[config.mk]
export PLATFORM = sky130hd
export DESIGN_NAME = frame_capture_reader_flat
export DESIGN_NICKNAME = d
export VERILOG_FILES = /design/src/rtl/frame_pkg.sv /design/src/rtl/frame_capture_reader_if.sv /design/src/rtl/sync_stream_fifo.sv /design/src/rtl/frame_capture_reader.sv /design/src/flat_wrapper.sv
export SDC_FILE = /design/constraint.sdc
export NUM_CORES = 1
export LEC_CHECK = 0
export ABC_AREA = 0
export BUFFER_PORTS_ARGS = -buffer_cell sky130_fd_sc_hd__buf_2
export CORE_MARGIN = 2
export CORE_UTILIZATION = 50
export DETAILED_ROUTE_END_ITERATION = 16
export GPL_TIMING_DRIVEN = 0
export PLACE_DENSITY = 0.67
export SYNTH_ARGS = -nofsm -noshare
export SYNTH_HDL_FRONTEND = slang
export SYNTH_SLANG_ARGS = --single-unit
[constraint.sdc]
create_clock -name rd_clk -period 4.8 [get_ports rd_clk]
set_input_delay 0.48 -clock rd_clk [delete_from_list [all_inputs] [get_ports rd_clk]]
set_output_delay 0.48 -clock rd_clk [all_outputs]
set_load 0.02 [all_outputs]
[src/rtl/frame_pkg.sv]
// Shared types for the frame capture reader: FSM states,
// FIFO entry sizing and counter helpers.
package frame_pkg;

  typedef enum logic [2:0] {
    IDLE,
    REQ,
    RECV,
    DRAIN,
    DONE
  } state_e;

  localparam int DEF_DATA_WIDTH = 12;
  localparam int ENTRY_W = DEF_DATA_WIDTH + 1;

  function automatic int entry_w(input int dw);
    return dw + 1;
  endfunction

  function automatic logic [31:0] sat_inc(
    input logic [31:0] v
  );
    return (&v) ? v : v + 32'd1;
  endfunction

endpackage

[src/rtl/frame_capture_reader_if.sv]
// Output stream bundle of the frame capture reader.
// Valid/ready handshake with a last-beat marker.
interface frame_capture_reader_if #(
  parameter int DW = 12
);
  logic [DW-1:0] m_tdata;
  logic          m_tvalid;
  logic          m_tready;
  logic          m_tlast;

  modport master (
    output m_tdata,
    output m_tvalid,
    output m_tlast,
    input  m_tready
  );

  modport slave (
    input  m_tdata,
    input  m_tvalid,
    input  m_tlast,
    output m_tready
  );
endinterface

[src/rtl/sync_stream_fifo.sv]
// Single-clock elastic FIFO with registered state.
// mark_last ORs the top bit into the newest stored entry.
module sync_stream_fifo
  import frame_pkg::*;
#(
  parameter int W     = ENTRY_W,
  parameter int DEPTH = 16
) (
  input  logic                     clk,
  input  logic                     rst_n,
  input  logic                     push,
  input  logic [W-1:0]             din,
  input  logic                     pop,
  input  logic                     mark_last,
  output logic [W-1:0]             dout,
  output logic                     full,
  output logic                     empty,
  output logic [$clog2(DEPTH):0]   count
);

  localparam int AW = $clog2(DEPTH);
  localparam logic [AW:0] FULL_CNT =
    (AW+1)'(DEPTH);
  localparam logic [AW-1:0] ONE =
    AW'(1);

  logic [W-1:0]  mem_q [DEPTH];
  logic [AW-1:0] wr_q, wr_d;
  logic [AW-1:0] rd_q, rd_d;
  logic [AW-1:0] last_ptr;
  logic [AW:0]   cnt_q, cnt_d;
  logic          acc;
  logic          deq;

  assign full     = cnt_q == FULL_CNT;
  assign empty    = cnt_q == '0;
  assign count    = cnt_q;
  assign acc      = push & (~full | pop);
  assign deq      = pop & ~empty;
  assign last_ptr = wr_q - ONE;
  assign dout     = empty ? '0 : mem_q[rd_q];

  always_comb begin
    wr_d  = acc ? wr_q + ONE : wr_q;
    rd_d  = deq ? rd_q + ONE : rd_q;
    cnt_d = cnt_q
          + {{AW{1'b0}}, acc}
          - {{AW{1'b0}}, deq};
  end

  always_ff @(posedge clk) begin
    if (acc) begin
      mem_q[wr_q] <= din;
    end else if (mark_last && !empty) begin
      mem_q[last_ptr][W-1] <= 1'b1;
    end
  end

  always_ff @(posedge clk or negedge rst_n) begin
    if (!rst_n) begin
      wr_q  <= '0;
      rd_q  <= '0;
      cnt_q <= '0;
    end else begin
      wr_q  <= wr_d;
      rd_q  <= rd_d;
      cnt_q <= cnt_d;
    end
  end

endmodule

[src/rtl/frame_capture_reader.sv]
// Requests one capture burst, checks its beat count and
// re-emits it as a backpressured stream via an elastic FIFO.
module frame_capture_reader
  import frame_pkg::*;
#(
  parameter int DATA_WIDTH = DEF_DATA_WIDTH,
  parameter int FIFO_DEPTH = 16,
  parameter int REQ_HOLD   = 64,
  parameter int TIMEOUT    = 1048576
) (
  input  logic                  rd_clk,
  input  logic                  rst_n,
  input  logic                  start,
  input  logic [31:0]           piont_num,
  output logic                  Request,
  input  logic [DATA_WIDTH-1:0] rd_data,
  input  logic                  data_vaild,
  input  logic                  data_tlast,
  frame_capture_reader_if.master m_axis,
  output logic                  busy,
  output logic                  frame_done,
  output logic                  err_overflow,
  output logic                  err_count,
  output logic                  err_timeout
);

  localparam int EW = entry_w(DATA_WIDTH);
  localparam int AW = $clog2(FIFO_DEPTH);
  localparam logic [31:0] HOLD_LIM =
    32'(REQ_HOLD - 1);
  localparam logic [31:0] TMO_LIM =
    32'(TIMEOUT - 1);

  state_e      state_q, state_d;
  logic [31:0] pnum_q, pnum_d;
  logic [31:0] beat_q, beat_d;
  logic [31:0] tmo_q, tmo_d;
  logic [31:0] hold_q, hold_d;
  logic        pushed_q, pushed_d;
  logic        mark_q, mark_d;
  logic        req_q, req_d;
  logic        busy_q, busy_d;
  logic        done_q, done_d;
  logic        eovf_q, eovf_d;
  logic        ecnt_q, ecnt_d;
  logic        etmo_q, etmo_d;

  logic          f_push;
  logic [EW-1:0] f_din;
  logic          f_mark;
  logic [EW-1:0] f_dout;
  logic          f_full;
  logic          f_empty;
  logic [AW:0]   f_count;
  logic          f_pop;
  logic          space;
  logic          last_hit;
  logic          tl_eff;
  logic          tmo_hit;

  assign f_pop    = ~f_empty & m_axis.m_tready;
  assign space    = ~f_full | f_pop;
  assign last_hit = ({1'b0, beat_q} + 33'd1)
                 == {1'b0, pnum_q};
  assign tl_eff   = data_tlast | last_hit;
  assign tmo_hit  = tmo_q >= TMO_LIM;

  always_comb begin
    state_d  = state_q;
    pnum_d   = pnum_q;
    beat_d   = beat_q;
    tmo_d    = tmo_q;
    hold_d   = hold_q;
    pushed_d = pushed_q;
    mark_d   = mark_q;
    eovf_d   = eovf_q;
    ecnt_d   = ecnt_q;
    etmo_d   = etmo_q;
    f_push   = 1'b0;
    f_din    = '0;
    f_mark   = 1'b0;
    unique case (state_q)
      IDLE: begin
        if (start && piont_num != 32'd0) begin
          state_d  = REQ;
          pnum_d   = piont_num;
          beat_d   = '0;
          tmo_d    = '0;
          hold_d   = '0;
          pushed_d = 1'b0;
          mark_d   = 1'b0;
          eovf_d   = 1'b0;
          ecnt_d   = 1'b0;
          etmo_d   = 1'b0;
        end
      end
      REQ, RECV: begin
        tmo_d = sat_inc(tmo_q);
        if (state_q == REQ) begin
          hold_d = hold_q + 32'd1;
          if (hold_q >= HOLD_LIM) state_d = RECV;
        end
        // Timeout marker waits for space; beats are dropped meanwhile.
        if (mark_q) begin
          f_push = 1'b1;
          f_din  = {1'b1, {DATA_WIDTH{1'b0}}};
          if (space) begin
            mark_d  = 1'b0;
            state_d = DRAIN;
          end
        end else if (data_vaild) begin
          f_push   = 1'b1;
          f_din    = {tl_eff, rd_data};
          beat_d   = sat_inc(beat_q);
          pushed_d = 1'b1;
          if (!space) begin
            eovf_d = 1'b1;
            f_mark = tl_eff;
          end
          if (tl_eff) begin
            ecnt_d  = ecnt_q
                    | ~(data_tlast & last_hit);
            state_d = DRAIN;
          end else if (tmo_hit) begin
            etmo_d  = 1'b1;
            mark_d  = 1'b1;
            state_d = RECV;
          end
        end else if (tmo_hit) begin
          etmo_d = 1'b1;
          if (pushed_q) begin
            mark_d  = 1'b1;
            state_d = RECV;
          end else begin
            state_d = DONE;
          end
        end
      end
      DRAIN: begin
        if (f_count == '0) state_d = DONE;
      end
      DONE: begin
        state_d = IDLE;
      end
      default: begin
        state_d = IDLE;
      end
    endcase
    req_d  = state_d == REQ;
    busy_d = state_d != IDLE;
    done_d = state_d == DONE;
  end

  always_ff @(posedge rd_clk or negedge rst_n) begin
    if (!rst_n) begin
      state_q  <= IDLE;
      pnum_q   <= '0;
      beat_q   <= '0;
      tmo_q    <= '0;
      hold_q   <= '0;
      pushed_q <= 1'b0;
      mark_q   <= 1'b0;
      req_q    <= 1'b0;
      busy_q   <= 1'b0;
      done_q   <= 1'b0;
      eovf_q   <= 1'b0;
      ecnt_q   <= 1'b0;
      etmo_q   <= 1'b0;
    end else begin
      state_q  <= state_d;
      pnum_q   <= pnum_d;
      beat_q   <= beat_d;
      tmo_q    <= tmo_d;
      hold_q   <= hold_d;
      pushed_q <= pushed_d;
      mark_q   <= mark_d;
      req_q    <= req_d;
      busy_q   <= busy_d;
      done_q   <= done_d;
      eovf_q   <= eovf_d;
      ecnt_q   <= ecnt_d;
      etmo_q   <= etmo_d;
    end
  end

  sync_stream_fifo #(
    .W     (EW),
    .DEPTH (FIFO_DEPTH)
  ) u_fifo (
    .clk       (rd_clk),
    .rst_n     (rst_n),
    .push      (f_push),
    .din       (f_din),
    .pop       (f_pop),
    .mark_last (f_mark),
    .dout      (f_dout),
    .full      (f_full),
    .empty     (f_empty),
    .count     (f_count)
  );

  assign m_axis.m_tvalid = ~f_empty;
  assign m_axis.m_tdata  = f_dout[DATA_WIDTH-1:0];
  assign m_axis.m_tlast  = f_dout[EW-1];

  assign Request      = req_q;
  assign busy         = busy_q;
  assign frame_done   = done_q;
  assign err_overflow = eovf_q;
  assign err_count    = ecnt_q;
  assign err_timeout  = etmo_q;

endmodule

[src/flat_wrapper.sv]
// flat-port wrapper written by rule: the top's interface ports become plain ports
module frame_capture_reader_flat import frame_pkg::*;
#(
  parameter int DATA_WIDTH = DEF_DATA_WIDTH,
  parameter int FIFO_DEPTH = 16,
  parameter int REQ_HOLD   = 64,
  parameter int TIMEOUT    = 1048576
)
  (rd_clk, rst_n, start, piont_num, Request, rd_data, data_vaild, data_tlast, busy, frame_done, err_overflow, err_count, err_timeout, m_axis_m_tdata, m_axis_m_tvalid, m_axis_m_tlast, m_axis_m_tready);
  frame_capture_reader_if #(.DW((12))) m_axis_i ();
  input  logic rd_clk;
  input  logic rst_n;
  input  logic start;
  input  logic [31:0] piont_num;
  output logic Request;
  input  logic [DATA_WIDTH-1:0] rd_data;
  input  logic data_vaild;
  input  logic data_tlast;
  output logic busy;
  output logic frame_done;
  output logic err_overflow;
  output logic err_count;
  output logic err_timeout;
  output wire logic [$bits(m_axis_i.m_tdata)-1:0] m_axis_m_tdata;
  output wire logic [$bits(m_axis_i.m_tvalid)-1:0] m_axis_m_tvalid;
  output wire logic [$bits(m_axis_i.m_tlast)-1:0] m_axis_m_tlast;
  input wire logic [$bits(m_axis_i.m_tready)-1:0] m_axis_m_tready;
  assign m_axis_m_tdata = m_axis_i.m_tdata;
  assign m_axis_m_tvalid = m_axis_i.m_tvalid;
  assign m_axis_m_tlast = m_axis_i.m_tlast;
  assign m_axis_i.m_tready = m_axis_m_tready;
  frame_capture_reader #(.DATA_WIDTH(DATA_WIDTH), .FIFO_DEPTH(FIFO_DEPTH), .REQ_HOLD(REQ_HOLD), .TIMEOUT(TIMEOUT)) u_core (.rd_clk(rd_clk), .rst_n(rst_n), .start(start), .piont_num(piont_num), .Request(Request), .rd_data(rd_data), .data_vaild(data_vaild), .data_tlast(data_tlast), .m_axis(m_axis_i), .busy(busy), .frame_done(frame_done), .err_overflow(err_overflow), .err_count(err_count), .err_timeout(err_timeout));
endmodule
* Word level (Yosys, flattened, before mapping) *
Memory sizes are Yosys's and may differ from the RTL's.
Index checks and enable logic that the tools add are counted.

word-level totals
  bits in registers = 152
  memory bits (writable) = 208
  memories kept = 1
  word-level logic and storage cells = 140

cells by class
  order comparisons = 2
  muxes and demuxes = 65
  reduce and logical (&&, ||, !) cells = 21
  bitwise operators = 10
  equal/unequal tests = 16
  add/subtract/negate cells = 9

memory list
  name                 depth  width  read ports  clocked after Yosys merged registers in  wr ports  line                    source
  u_core.u_fifo.mem_q  16     13     1           0                                        1         sync_stream_fifo.sv:27  logic [W-1:0] mem_q [DEPTH];

operators by type and width
  kind                   number
  $mux 32                6
  $pmux 32 s2            3
  $add 32x1->32 const B  3
  $mux 13                5
  $reduce_and 32->1      2
  $add 32x1->33 const B  1
  $eq 33x32->1           1
  $mux 3                 11
  $ge 32x20->1 const B   1
  $ge 32x6->1 const B    1
  $mux 1                 32
  $reduce_bool 32->1     1
  $reduce_and 5->1       3
  $reduce_or 13->1       1
  $ne 2x2->1 const B     5
  $pmux 1 s2             5
  $pmux 3 s3             1
  $add 4x1->4 const B    2
  $reduce_and 4->1       2
  $eq 3x1->1 const B     2
  $eq 3x2->1 const B     2
  $ne 2x1->1 const B     3
  $reduce_and 3->1       2
  $add 5x1->5            1
  18 further kinds       27

* Depth between registers and ports, before layout *
  depth after elaboration = 14
  gate-level depth with buffers = 17
  depth with buffers taken out = 16

* Cells and area by module *
Synthesis repeated with hierarchy kept, for this count alone.

second synthesis, totals
  cell total of the unflattened synthesis = 1327
  area, all modules = 17088.9 um^2

by module, submodules not included
  module                instances  area an instance (um^2)  cells each  seq. area each (um^2)
  sync_stream_fifo      1          9108.7                   468         6571.3
  frame_capture_reader  1          7980.2                   859         3478.3

* Worst setup path before layout *
No wires, ideal clock.

  path kind = register to register
  start point = register u_core.beat_q[0]
  end point = memory u_core.u_fifo.mem_q[4][0] (netlist bit) (enable)
  setup slack = 1159 ps
  path buffers = 0
  period minus slack after synthesis = 3641 ps
  arrival = 3260 ps
  required time = 4420 ps
  stages on the path, launching flop included = 11
  cell sequence = dfrtp_1 ha_1 nand3_2 or3_1 nor3_1 mux2_2 nor4_2 nand4_2 a21oi_2 mux2i_1 nor2_1

between the ends
  word-level cells in the longest chain between the ends = 13
  elaborated cells on any way between the ends = 14
  classes of those cells = 1 x add/sub; 1 x eq/ne; 9 x mux; 1 x bitwise; 2 x reduce/logical

RTL lines
  what                                               line                         source
  start: declaration                                 frame_capture_reader.sv:36   logic [31:0] beat_q, beat_d;
  start signal: assignment                           frame_capture_reader.sv:172  beat_q <= beat_d;
  $add 32x1->33 (*)                                  frame_capture_reader.sv:63   assign last_hit = ({1'b0, beat_q} + 33'd1)
  $eq 33x32->1 (*)                                   frame_capture_reader.sv:64   == {1'b0, pnum_q};
  $or 1x1->1 (*)                                     frame_capture_reader.sv:65   assign tl_eff = data_tlast | last_hit;
  $mux 1 (*)                                         frame_capture_reader.sv:116  if (!space) begin
  $mux 1 (*)                                         frame_capture_reader.sv:111  end else if (data_vaild) begin
  $mux 1 (*)                                         frame_capture_reader.sv:104  if (mark_q) begin
  $mux 1 (*)                                         frame_capture_reader.sv:82   unique case (state_q)
  $logic_and 1x1->1 (*)                              sync_stream_fifo.sv:54       end else if (mark_last && !empty) begin
  $mux 1 (*)                                         sync_stream_fifo.sv:54
  $mux 1 (*)                                         sync_stream_fifo.sv:52       if (acc) begin
  $mux 1 (not written as such) (*)                   sync_stream_fifo.sv:55       mem_q[last_ptr][W-1] <= 1'b1;
  $reduce_or 13->1 (no line) (*)                     n/a
  $mux 4 (no line) / $mux 2 (equally long branches)  n/a
  end: declaration                                   sync_stream_fifo.sv:27

Every way passes the cells marked *; elsewhere a longest branch is shown, timed or not.

* Final worst setup path *
  start point = register u_core.beat_q[0]
  end point = memory u_core.u_fifo.mem_q[4][2] (netlist bit) (enable)

Same word-level chain as after synthesis.

==> metrics.csv <==
metric,value,unit
status,completed,
Setup Crit Path Kind,reg2reg,
worst hold path type,in2reg,
Synth Net Count,1369,
"setup slack, reg-to-reg",0.16,ns
GR Overflow Total,0,
CTS tree,yes,
crit path capture type,flop,
die width,188.6,µm
Placeable Area,33530,µm²
wire per inst,19.90,µm
Die ar.,35580,µm²
unrepaired setup endpoints after global routing,yes,
DRC,0,
Area growth syn-to-layout,13.89,%
CTS sink cnt,360,
initial antenna violation count,2,
"Hold Vio Cnt, Final",0,
final number of setup-violating endpoints,0,
final cycle utilization of the critical path,96.68,%
chip height,188.6,µm
min-delay src,piont_num[14],
Power Total,11.08,mW
library cells used by synthesis,74,
most frequent cell after synthesis,edfxtp_1,
"Endpoint, Worst Hold",u_core.pnum_q[14],
Total Wirelength,37.83,mm
Area contributors post-synth,"edfxtp_1 (37%), dfrtp_1 (22%), mux4_2 (8.6%)",
Synth Area per Inst,13.05,µm²
number of max-cap violations,0,
skew final,0.01543,ns
hold path depth,2,
vias in the first global route,10930,
Crit path required time,4.93,ns
Final #Nets,1483,
"Max FO, Critical Path",12,
Vias,11060,
Post-synth EDFFs,208,
CTS H-Tree Depth,2,
worst endpoint data arrival time,4.77,ns
relative slew slack,13.87,%
GRT Overall Usage,21.81,%
cell count after synthesis,1306,
Detail Route Antenna Nets,0,
1st-pass router iterations,5,
cell area after synthesis,17050,µm²
FF-to-FF End,u_core.u_fifo.mem_q[4][2],
Fmax,0.2155,GHz
hold_ws,0.2024,ns
Pwr Density,570.9,nW/µm²
prevailing post-synth register cell,edfxtp_1,
Worst-Margin Slew,1.287,ns
critical path's largest stage delay,1.05,ns
Finished Cell Area,19410,µm²
global-route wire length before repair,60.64,mm
largest net degree at the start of global routing,101,
Buffers on Ports,69,
total setup buffers inserted after CTS,0,
Crit-path slowest cell,nor2_1,
hpwl dp,25.91,mm
share of layout cells above drive strength 1,19.78,%
clk root buf,clkbuf_16,
Final Wtd Congestion,0.9440,
initial core utilization,50.83,%
Final Critical Period,4.641,ns
worst r2r path cells,10,
clk buf depth,3,
synth cell count leaders,"edfxtp_1 (208), dfrtp_1 (152), nor2_1 (123)",
Worst-path clk slew,0.06,ns
TritonCTS Buffers,39,
share of the synthesized area in the top cell type,36.64,%
asr flop ratio synth,42.22,%
"Clk Latency, worst-skew pair",0.52,ns
post-synthesis sequential area ratio,58.96,%
peak supply drop,0.3056,mV
Synth area leader,edfxtp_1,
row count,67,
Post-Route Utilization,57.89,%
dpl cell area,17990,µm²
FF-to-FF Start,u_core.beat_q[0],
DR vias/cell,5.817,
Worst setup SP type,flop,
drt first-iter violations,779,
Synth Warn #,0,
CP Cell Sequence,ha_1 > nand3_2 > or3_1 > nor3_1 > mux2_2 > nor4_2 > nand4_2 > a21oi_2 > mux2i_1 > nor2_1,
Pins Over Slew Limit,0,
Synth Register Bits,360,
IO Count,70,
Static Leak,7.248,nW
registers in the layout (all words and copies together) (netlist names), 3 cells and up:
signal / cells
u_core.u_fifo.count: 5
u_core.tmo_q: 32
u_core.beat_q: 32
u_core.pnum_q: 32
u_core.u_fifo.wr_q: 4
u_core.u_fifo.mem_q: 208
u_core.hold_q: 32
u_core.state_q: 3
u_core.u_fifo.rd_q: 4
placed cells by master, fill, tap and decap left out, types with 21 or more instances in the layout:
cell type,n
edfxtp_1,208
dfrtp_1,152
nor2_1,112
nand2_1,90
buf_2,83
mux4_2,65
xor2_1,61
o21ai_0,58
clkbuf_1,51
xnor2_1,43
nand3_1,40
clkbuf_16,39
mux2_2,37
nand4_1,36
and2_1,35
a21oi_1,31
inv_1,21
nor3_1,21
nor4_1,21
how the worst max path moves through the flow:
stage                      from                   endpoint  slack, ns  cells after the start
6_report       u_core.beat_q[0]  u_core.u_fifo.mem_q[4][2]       0.16                     10
4_1_cts        u_core.beat_q[0]  u_core.u_fifo.mem_q[7][1]       0.13                     10
5_1_grt        u_core.beat_q[0]  u_core.u_fifo.mem_q[4][6]      -0.18                     10
2_1_floorplan  u_core.beat_q[0]  u_core.u_fifo.mem_q[4][0]       1.16                     10
3_3_place_gp   u_core.beat_q[0]  u_core.u_fifo.mem_q[4][5]       0.13                     10
3_5_place_dp   u_core.beat_q[0]  u_core.u_fifo.mem_q[7][5]       0.16                     10
logic make-up (layout without fill, tap and decap cells):
logic type	after synthesis	count (layout)	share of synthesized area, %
flip-flops	360	360	58.96
multiplexers	110	110	11.50
XOR/XNOR	105	105	5.483
AND/OR/NAND/NOR	460	460	14.67
buffers and inverters	94	239	2.224
adder cells (fa/ha/maj)	13	13	0.9983
other	0	2	0
AO/OA/AOI/OAI	164	164	6.166
critical path, delay by kind of cell, from the launching register on:
kind / cells / cell delay, ns
AO/OA/AOI/OAI: 1 / 0.23
multiplexers: 2 / 0.66
flip-flops: 1 / 0.50
adder cells (fa/ha/maj): 1 / 0.32
AND/OR/NAND/NOR: 6 / 2.53
repair_timing:
item	CTS	global route
hold buffers	1	0
gates resized for setup	0	10
setup endpoints to repair	0	140
hold endpoints to repair	52	0
power by group:
part	switching (mW)	total [mW]	internal (mW)
Clock	1.21	3.15	1.94
Combinational	2.27	3.81	1.54
Sequential	0.275	4.12	3.84
through the flow:
| stage | worst slack, ns | TNS, ns | instances |
|---|---|---|---|
| floorplan | 1.159 | 0 | 1306 |
| global placement | 0.1349 | 0 | 1823 |
| detailed placement | 0.1640 | 0 | 1824 |
| CTS | 0.1306 | 0 | 1897 |
| global route | -0.1840 | -4.189 | 1901 |
| finish | 0.1594 | 0 | 1901 |
cell type report:
type	count	area [µm²]
well taps	448	560.5
clock buffers	52	1065
repair buffers	73	415.4
multi-input cells	852	6649
clock inverters	20	289.0
diodes	2	5.005
flip-flops and latches	360	10050
inverters	23	86.33
fillers	2708	14120
plain buffers	71	292.8
routing by layer:
metal	GRT usage (%)	wire length, µm	vias up
li1	-	-	5141
met1	32.82	17920	5600
met2	33.40	17080	270
met3	3.595	2169	47
met4	5.228	669	0
met5	0	0	-
No activity file was read; power rests on OpenSTA's default activity.
